## config.mk

```make
export PLATFORM = sky130hd
export DESIGN_NAME = decode_stage_flat
export DESIGN_NICKNAME = d
export VERILOG_FILES = /design/src/rtl/decode_stage_if.sv /design/src/rtl/decode_stage.sv /design/src/flat_wrapper.sv
export SDC_FILE = /design/constraint.sdc
export NUM_CORES = 1
export LEC_CHECK = 0
export CAP_MARGIN = 20
export CORE_MARGIN = 2
export CORE_UTILIZATION = 40
export CTS_CLUSTER_DIAMETER = 60
export DETAILED_ROUTE_END_ITERATION = 10
export PLACE_DENSITY_LB_ADDON = 0.12
export SYNTH_ARGS = -nofsm -noshare
export SYNTH_HDL_FRONTEND = slang
export SYNTH_SLANG_ARGS = --single-unit
```

## constraint.sdc

```tcl
create_clock -name clock -period 11.5 [get_ports clock]
set_input_delay 2.875 -clock clock [delete_from_list [all_inputs] [get_ports clock]]
set_output_delay 2.875 -clock clock [all_outputs]
set_load 0.01 [all_outputs]
```

## src/rtl/decode_stage_if.sv

```systemverilog
// Fetch-to-execute decode stage bus: instruction offer side, decoded-record side, flush and occupancy.
// The decode stage takes the slave modport; the fetch/execute environment takes the master modport.
interface decode_stage_if #(
    parameter int unsigned XLEN  = 32,
    parameter int unsigned DEPTH = 2
);
    localparam int unsigned CW = $clog2(DEPTH + 1);

    logic              in_valid;
    logic              in_ready;
    logic [31:0]       in_instr;
    logic [XLEN-1:0]   in_pc;
    logic              flush;
    logic              out_valid;
    logic              out_ready;
    logic [XLEN-1:0]   out_pc;
    logic [XLEN-1:0]   out_imm;
    logic [4:0]        out_rd;
    logic [4:0]        out_rs1;
    logic [4:0]        out_rs2;
    logic [2:0]        out_funct3;
    logic [3:0]        out_alu_code;
    logic [1:0]        out_branch_type;
    logic [9:0]        out_ctrl;
    logic              out_illegal;
    logic [CW-1:0]     count;

    modport slave (
        input  in_valid, in_instr, in_pc, flush, out_ready,
        output in_ready, out_valid, out_pc, out_imm, out_rd, out_rs1, out_rs2,
               out_funct3, out_alu_code, out_branch_type, out_ctrl, out_illegal, count
    );

    modport master (
        output in_valid, in_instr, in_pc, flush, out_ready,
        input  in_ready, out_valid, out_pc, out_imm, out_rd, out_rs1, out_rs2,
               out_funct3, out_alu_code, out_branch_type, out_ctrl, out_illegal, count
    );
endinterface

```

## src/rtl/decode_stage.sv

```systemverilog
// RV32/RV64 decode stage: combinational decode of the offered instruction into a record,
// buffered in a DEPTH-entry FIFO whose head is held in a register that drives the outputs.
module decode_stage #(
    parameter int unsigned XLEN  = 32,
    parameter int unsigned DEPTH = 2
) (
    input  logic           clock,
    input  logic           nReset,
    decode_stage_if.slave  bus
);
    localparam int unsigned PW   = $clog2(DEPTH);
    localparam int unsigned CW   = $clog2(DEPTH + 1);
    localparam bit          RV64 = (XLEN == 64);

    localparam logic [4:0] OPC_LUI    = 5'b01101;
    localparam logic [4:0] OPC_AUIPC  = 5'b00101;
    localparam logic [4:0] OPC_OPIMM  = 5'b00100;
    localparam logic [4:0] OPC_OP     = 5'b01100;
    localparam logic [4:0] OPC_LOAD   = 5'b00000;
    localparam logic [4:0] OPC_STORE  = 5'b01000;
    localparam logic [4:0] OPC_JAL    = 5'b11011;
    localparam logic [4:0] OPC_JALR   = 5'b11001;
    localparam logic [4:0] OPC_BRANCH = 5'b11000;

    typedef struct packed {
        logic [XLEN-1:0] pc;
        logic [XLEN-1:0] imm;
        logic [4:0]      rd;
        logic [4:0]      rs1;
        logic [4:0]      rs2;
        logic [2:0]      funct3;
        logic [3:0]      alu_code;
        logic [1:0]      branch_type;
        logic [9:0]      ctrl;
        logic            illegal;
    } entry_t;

    entry_t          mem [DEPTH];
    entry_t          dec;
    entry_t          head_q, head_d;
    logic [PW-1:0]   rd_ptr_q, rd_ptr_d, wr_ptr_q, wr_ptr_d;
    logic [CW-1:0]   count_q, count_d;
    logic            in_ready_q, in_ready_d;
    logic            out_valid_q, out_valid_d;
    logic            push, pop;

    logic [31:0]     instr;
    logic [4:0]      opc;
    logic [2:0]      f3;
    logic [6:0]      f7;
    logic [6:0]      sh_hi;
    logic [6:0]      sra_pat;
    logic [XLEN-1:0] imm;
    logic [3:0]      alu;
    logic [1:0]      br;
    logic [9:0]      ctrl;
    logic            ill;

    assign instr   = bus.in_instr;
    assign opc     = instr[6:2];
    assign f3      = instr[14:12];
    assign f7      = instr[31:25];
    // Shift-amount high field differs by XLEN: shamt[5] is part of it only on RV32.
    assign sh_hi   = RV64 ? {1'b0, instr[31:26]} : instr[31:25];
    assign sra_pat = RV64 ? 7'b0010000 : 7'b0100000;

    // Instruction decode
    always_comb begin
        imm  = '0;
        alu  = 4'b0000;
        br   = 2'd0;
        ctrl = 10'h000;
        ill  = 1'b0;
        case (opc)
            OPC_LUI, OPC_AUIPC: begin
                imm  = XLEN'($signed({instr[31:12], 12'b0}));
                ctrl = (opc == OPC_LUI) ? 10'h040 : 10'h05E;
            end
            OPC_OPIMM: begin
                imm  = XLEN'($signed(instr[31:20]));
                ctrl = 10'h04E;
                alu  = (f3 == 3'b101) ? {instr[30], f3} : {1'b0, f3};
                if (f3 == 3'b001) ill = (sh_hi != 7'd0);
                if (f3 == 3'b101) ill = !((sh_hi == 7'd0) || (sh_hi == sra_pat));
            end
            OPC_OP: begin
                ctrl = 10'h046;
                alu  = {instr[30], f3};
                if (f7 == 7'b0100000)      ill = !((f3 == 3'b000) || (f3 == 3'b101));
                else if (f7 != 7'b0000000) ill = 1'b1;
            end
            OPC_LOAD: begin
                imm  = XLEN'($signed(instr[31:20]));
                ctrl = 10'h06F;
                case (f3)
                    3'b000, 3'b001, 3'b010, 3'b100, 3'b101: ill = 1'b0;
                    3'b011, 3'b110:                         ill = !RV64;
                    default:                                ill = 1'b1;
                endcase
            end
            OPC_STORE: begin
                imm  = XLEN'($signed({instr[31:25], instr[11:7]}));
                ctrl = 10'h08E;
                case (f3)
                    3'b000, 3'b001, 3'b010: ill = 1'b0;
                    3'b011:                 ill = !RV64;
                    default:                ill = 1'b1;
                endcase
            end
            OPC_JAL: begin
                imm  = XLEN'($signed({instr[31], instr[19:12], instr[20], instr[30:21], 1'b0}));
                ctrl = 10'h142;
                br   = 2'd1;
            end
            OPC_JALR: begin
                imm  = XLEN'($signed(instr[31:20]));
                ctrl = 10'h04A;
                br   = 2'd2;
                ill  = (f3 != 3'b000);
            end
            OPC_BRANCH: begin
                imm  = XLEN'($signed({instr[31], instr[7], instr[30:25], instr[11:8], 1'b0}));
                alu  = 4'b1000;
                br   = 2'd3;
                ill  = (f3 == 3'b010) || (f3 == 3'b011);
            end
            default: ill = 1'b1;
        endcase
        if (instr[1:0] != 2'b11) ill = 1'b1;
        if (ill) begin
            imm  = '0;
            alu  = 4'b1111;
            br   = 2'd0;
            ctrl = 10'h000;
        end
    end

    always_comb begin
        dec             = '0;
        dec.pc          = bus.in_pc;
        dec.imm         = imm;
        dec.rd          = instr[11:7];
        dec.rs1         = instr[19:15];
        dec.rs2         = instr[24:20];
        dec.funct3      = f3;
        dec.alu_code    = alu;
        dec.branch_type = br;
        dec.ctrl        = ctrl;
        dec.illegal     = ill;
    end

    assign push = bus.in_valid && in_ready_q;
    assign pop  = out_valid_q && bus.out_ready;

    // FIFO next state; the next head is the freshly decoded record when it lands at the new read pointer
    always_comb begin
        rd_ptr_d    = rd_ptr_q;
        wr_ptr_d    = wr_ptr_q;
        count_d     = count_q;
        head_d      = '0;
        if (bus.flush) begin
            rd_ptr_d = '0;
            wr_ptr_d = '0;
            count_d  = '0;
        end else begin
            rd_ptr_d = rd_ptr_q + PW'(pop);
            wr_ptr_d = wr_ptr_q + PW'(push);
            count_d  = count_q + CW'(push) - CW'(pop);
            if (count_d != '0) begin
                if (push && (wr_ptr_q == rd_ptr_d)) head_d = dec;
                else                                head_d = mem[rd_ptr_d];
            end
        end
        in_ready_d  = (count_d != CW'(DEPTH));
        out_valid_d = (count_d != '0);
    end

    always_ff @(posedge clock) begin
        if (push && !bus.flush) mem[wr_ptr_q] <= dec;
    end

    always_ff @(posedge clock or negedge nReset) begin
        if (!nReset) begin
            rd_ptr_q    <= '0;
            wr_ptr_q    <= '0;
            count_q     <= '0;
            in_ready_q  <= 1'b1;
            out_valid_q <= 1'b0;
            head_q      <= '0;
        end else begin
            rd_ptr_q    <= rd_ptr_d;
            wr_ptr_q    <= wr_ptr_d;
            count_q     <= count_d;
            in_ready_q  <= in_ready_d;
            out_valid_q <= out_valid_d;
            head_q      <= head_d;
        end
    end

    assign bus.in_ready        = in_ready_q;
    assign bus.out_valid       = out_valid_q;
    assign bus.count           = count_q;
    assign bus.out_pc          = head_q.pc;
    assign bus.out_imm         = head_q.imm;
    assign bus.out_rd          = head_q.rd;
    assign bus.out_rs1         = head_q.rs1;
    assign bus.out_rs2         = head_q.rs2;
    assign bus.out_funct3      = head_q.funct3;
    assign bus.out_alu_code    = head_q.alu_code;
    assign bus.out_branch_type = head_q.branch_type;
    assign bus.out_ctrl        = head_q.ctrl;
    assign bus.out_illegal     = head_q.illegal;
endmodule

```

## src/flat_wrapper.sv

```systemverilog
// flat-port wrapper written by rule: the top's interface ports become plain ports
module decode_stage_flat 
#(
    parameter int unsigned XLEN  = 32,
    parameter int unsigned DEPTH = 2
)
  (clock, nReset, bus_in_valid, bus_in_instr, bus_in_pc, bus_flush, bus_out_ready, bus_in_ready, bus_out_valid, bus_out_pc, bus_out_imm, bus_out_rd, bus_out_rs1, bus_out_rs2, bus_out_funct3, bus_out_alu_code, bus_out_branch_type, bus_out_ctrl, bus_out_illegal, bus_count);
  decode_stage_if #(.XLEN(XLEN), .DEPTH(DEPTH)) bus_i ();
  input  logic clock;
  input  logic nReset;
  input wire logic [$bits(bus_i.in_valid)-1:0] bus_in_valid;
  input wire logic [$bits(bus_i.in_instr)-1:0] bus_in_instr;
  input wire logic [$bits(bus_i.in_pc)-1:0] bus_in_pc;
  input wire logic [$bits(bus_i.flush)-1:0] bus_flush;
  input wire logic [$bits(bus_i.out_ready)-1:0] bus_out_ready;
  output wire logic [$bits(bus_i.in_ready)-1:0] bus_in_ready;
  output wire logic [$bits(bus_i.out_valid)-1:0] bus_out_valid;
  output wire logic [$bits(bus_i.out_pc)-1:0] bus_out_pc;
  output wire logic [$bits(bus_i.out_imm)-1:0] bus_out_imm;
  output wire logic [$bits(bus_i.out_rd)-1:0] bus_out_rd;
  output wire logic [$bits(bus_i.out_rs1)-1:0] bus_out_rs1;
  output wire logic [$bits(bus_i.out_rs2)-1:0] bus_out_rs2;
  output wire logic [$bits(bus_i.out_funct3)-1:0] bus_out_funct3;
  output wire logic [$bits(bus_i.out_alu_code)-1:0] bus_out_alu_code;
  output wire logic [$bits(bus_i.out_branch_type)-1:0] bus_out_branch_type;
  output wire logic [$bits(bus_i.out_ctrl)-1:0] bus_out_ctrl;
  output wire logic [$bits(bus_i.out_illegal)-1:0] bus_out_illegal;
  output wire logic [$bits(bus_i.count)-1:0] bus_count;
  assign bus_i.in_valid = bus_in_valid;
  assign bus_i.in_instr = bus_in_instr;
  assign bus_i.in_pc = bus_in_pc;
  assign bus_i.flush = bus_flush;
  assign bus_i.out_ready = bus_out_ready;
  assign bus_in_ready = bus_i.in_ready;
  assign bus_out_valid = bus_i.out_valid;
  assign bus_out_pc = bus_i.out_pc;
  assign bus_out_imm = bus_i.out_imm;
  assign bus_out_rd = bus_i.out_rd;
  assign bus_out_rs1 = bus_i.out_rs1;
  assign bus_out_rs2 = bus_i.out_rs2;
  assign bus_out_funct3 = bus_i.out_funct3;
  assign bus_out_alu_code = bus_i.out_alu_code;
  assign bus_out_branch_type = bus_i.out_branch_type;
  assign bus_out_ctrl = bus_i.out_ctrl;
  assign bus_out_illegal = bus_i.out_illegal;
  assign bus_count = bus_i.count;
  decode_stage #(.XLEN(XLEN), .DEPTH(DEPTH)) u_core (.clock(clock), .nReset(nReset), .bus(bus_i));
endmodule
```

==> flow_summary.yaml <==
run_status:
  status: "finished clean"
logic_synthesis:
  synth_xor_area_frac: 0.00684
  yosys_most_used_dff: "edfxtp_1"
  synthMostInstantiatedCell: "edfxtp_1"
  synth_fa_ha_area_frac: 0.00214
  ys_warn_count: 0
  synthMuxAreaShare: 0.0319
  synth-async-reset-ratio: 0.347
  synthTopCellsByCount: "194 x edfxtp_1, 140 x nand2_1, 102 x dfrtp_1, 89 x nor2_1"
  yosys.area.top_type: "edfxtp_1"
  synth_compound_area_frac: 0.104
  synth_edf_count: 194
  synth_cell_types: 64
  synth_top_family_by_area: "simple AND/OR/NAND/NOR gates"
  syn_nets: 948
  synth.area.top_cells: "edfxtp_1 50%, dfrtp_1 22%, nand2_1 4.5%, a311oi_1 3.7%, nor2_1 2.9%"
  ys_seq_elements: 297
  synth_area_um2: 11700
  synth_seq_area_share: 0.718
  syn_area_per_cell_um2: 13.4
  yosys.area.top_type_share: 0.497
  synthCells: 877
  synth-simple-area-share: 0.111
detailed_routing:
  drc: 0
  ant_nets: 0
  wl_um: 28300
  dr.pass1.iters: 5
  wl_per_cell_um: 19.5
  vias: 7649
  viasPerCell: 5.27
  drtIter0Drc: 648
sta:
  finalMaxSlewViolations: 0
  period_minus_slack_ps: 5560
  period_share: 0.483
  tightest_slew_ps: 1090
  hold_violations: 0
  clock_skew_ps: 14.3
  grt_setup_unrepaired: "false"
  tns_ps: 0
  fmax_mhz: 180
  finalSetupViolations: 0
  maxSlewHeadroom: 0.276
layout:
  nNetsFinal: 1111
  syn2layout_area_growth_pct: 28.5
  diodes: 0
  stdcell_area_um2: 15000
  drive_gt1_frac: 0.104
  final_cell_count_no_fill: 1452
  finalCoreUtilization: 0.523
worst_setup_path:
  crit_arrival_ps: 5950
  endpoint_kind: "flop"
  cp_top_family: "buffers and inverters"
  crit_slowest_cell: "buf_4"
  critical_path.max_stage_delay_ps: 830
  critPathKind: "in -> reg"
  path_buf_inv: 2
  worstPathCellList: "clkdlybuf4s50_1 > and2_1 > xnor3_1 > nand2_4 > buf_4 > a31oi_1 > a211oi_1"
  cp_max_fo: 95
  cp-start-kind: "input pin"
  required_ps: 11890
grt:
  track_usage: 0.184
  grt_pass1_vias: 7412
  grt_max_degree: 96
  grt_first_pass_wirelength_um: 43500
  antenna_found_initial: 0
  grt.overflow.total: 0
placed_design:
  dpl.hpwl_um: 16600
  dp.cells: 1385
  gp_congestion: 0.883
  placed_cell_area_um2: 13800
  io_buffers: 170
clock_tree:
  clk_pin_slew_ps: 60
  clock_sinks: 297
  cts.repair.resized: 0
  tritoncts: "yes"
  clockRootBuffer: "clkbuf_16"
  numCtsBuffers: 36
  cts_hold_buf: 0
  cts_setup_buffers: 0
  clock_path_buffers: 3
  clock_latency_ps: 520
  htree_levels: 2
power:
  totalPowerFinal_mw: 3.75
  ir_worst_vdd_v: 0.000102
  power.density_nw_per_um2: 249
  p_leak_nw: 5.70
die:
  io_pins: 172
  fp.dieH_um: 175
  die_w_um: 175
  start_util: 0.407
  coreArea_um2: 28800
  dieArea_um2: 30700
  fp-row-count: 62
flow_run:
  drv_cap: 0
min_path:
  holdCritPathClass: "reg -> reg"
final timing paths:
| path | from | endpoint | slack (ps) | cells past startpoint |
|---|---|---|---|---|
| max in group asynchronous | nReset | u_core.bus.out_pc[30]$_DFF_PN0_ | 7820 | 2 |
| min reg2reg | u_core.mem[0][98]$_DFFE_PP_ | u_core.bus.out_pc[31]$_DFF_PN0_ | 530 | 2 |
| min | u_core.mem[0][98]$_DFFE_PP_ | u_core.bus.out_pc[31]$_DFF_PN0_ | 530 | 2 |
| max reg2reg | u_core.bus.out_valid$_DFF_PN0_ | u_core.bus.out_imm[25]$_DFF_PN0_ | 8390 | 6 |
| min in group asynchronous | nReset | u_core.bus.out_imm[19]$_DFF_PN0_ | 2340 | 1 |
| max | bus_out_ready | u_core.bus.out_imm[25]$_DFF_PN0_ | 5940 | 7 |
routing by layer:
metal,share of wire,global-route usage,vias up,wire [um]
met5,0,0,-,0
met4,0.023,0.0580,0,662
met3,0.050,0.0322,48,1420
met2,0.47,0.290,226,13200
met1,0.46,0.259,3801,13100
li1,-,-,3574,-
worst reg2reg max path: stages, from the launching register on:
cell	delay (ps)
dfrtp_1	350
and2_1	350
xnor3_1	380
nand2_4	290
buf_4	830
a31oi_1	390
a211oi_1	400
state kept, by name, summed over array words and instances (netlist names):
name / flops
u_core.bus.out_pc: 32
u_core.rd_ptr_q: 1
u_core.bus.out_alu_code: 4
u_core.bus.out_ctrl: 8
u_core.bus.out_funct3: 3
u_core.bus.in_ready: 1
u_core.bus.count: 2
u_core.bus.out_imm: 32
u_core.wr_ptr_q: 1
u_core.bus.out_illegal: 1
u_core.bus.out_branch_type: 2
u_core.bus.out_rs2: 5
u_core.bus.out_rd: 5
u_core.mem: 194
u_core.bus.out_valid: 1
u_core.bus.out_rs1: 5
metrics by stage:
step	setup slack, ps	hold slack, ps
after floorplan	726	507
after CTS	5760	529
after detailed placement	5230	522
final	5940	528
after global placement	5290	513
after global routing	5680	543
cell type report:
cell class | instances | area, um^2
clock buffers | 47 | 1010
clock inverters | 19 | 218
fillers | 2487 | 13700
inverters | 11 | 41.3
multi-input cells | 507 | 3060
flip-flops and latches | 297 | 8400
well taps | 384 | 480
repair buffers | 187 | 1830
layout by cell type (no fill, tap or decap), types with 12 or more instances in the layout:
cell type and n:
buf_4 16, a311oi_1 50, a21oi_1 28, edfxtp_1 194
a31oi_1 12, nand3_1 13, o22ai_1 15, o21ai_0 14
nand2_1 139, clkdlybuf4s50_1 169, nor2_1 88, mux2i_1 25
clkbuf_16 38, dfrtp_1 102
cells by family (layout without fill, tap and decap cells):
kind of cell,after synthesis,after routing
buf+inv,73,264
fa+ha+maj,2,2
simple gates,299,299
other cells,1,1
mux,36,36
xor+xnor,6,6
compound gates,163,163
flops,297,297
report_power, final:
| group | switching, mW | internal (mW) | leakage (nW) | total [mW] |
|---|---|---|---|---|
| Combinational | 0.684 | 0.486 | 1.94 | 1.17 |
| Sequential | 0.0637 | 1.36 | 3.15 | 1.42 |
| Clock | 0.436 | 0.717 | 0.608 | 1.15 |
| Total | 1.18 | 2.56 | 5.70 | 3.75 |
(Power assumes the default switching activity.)
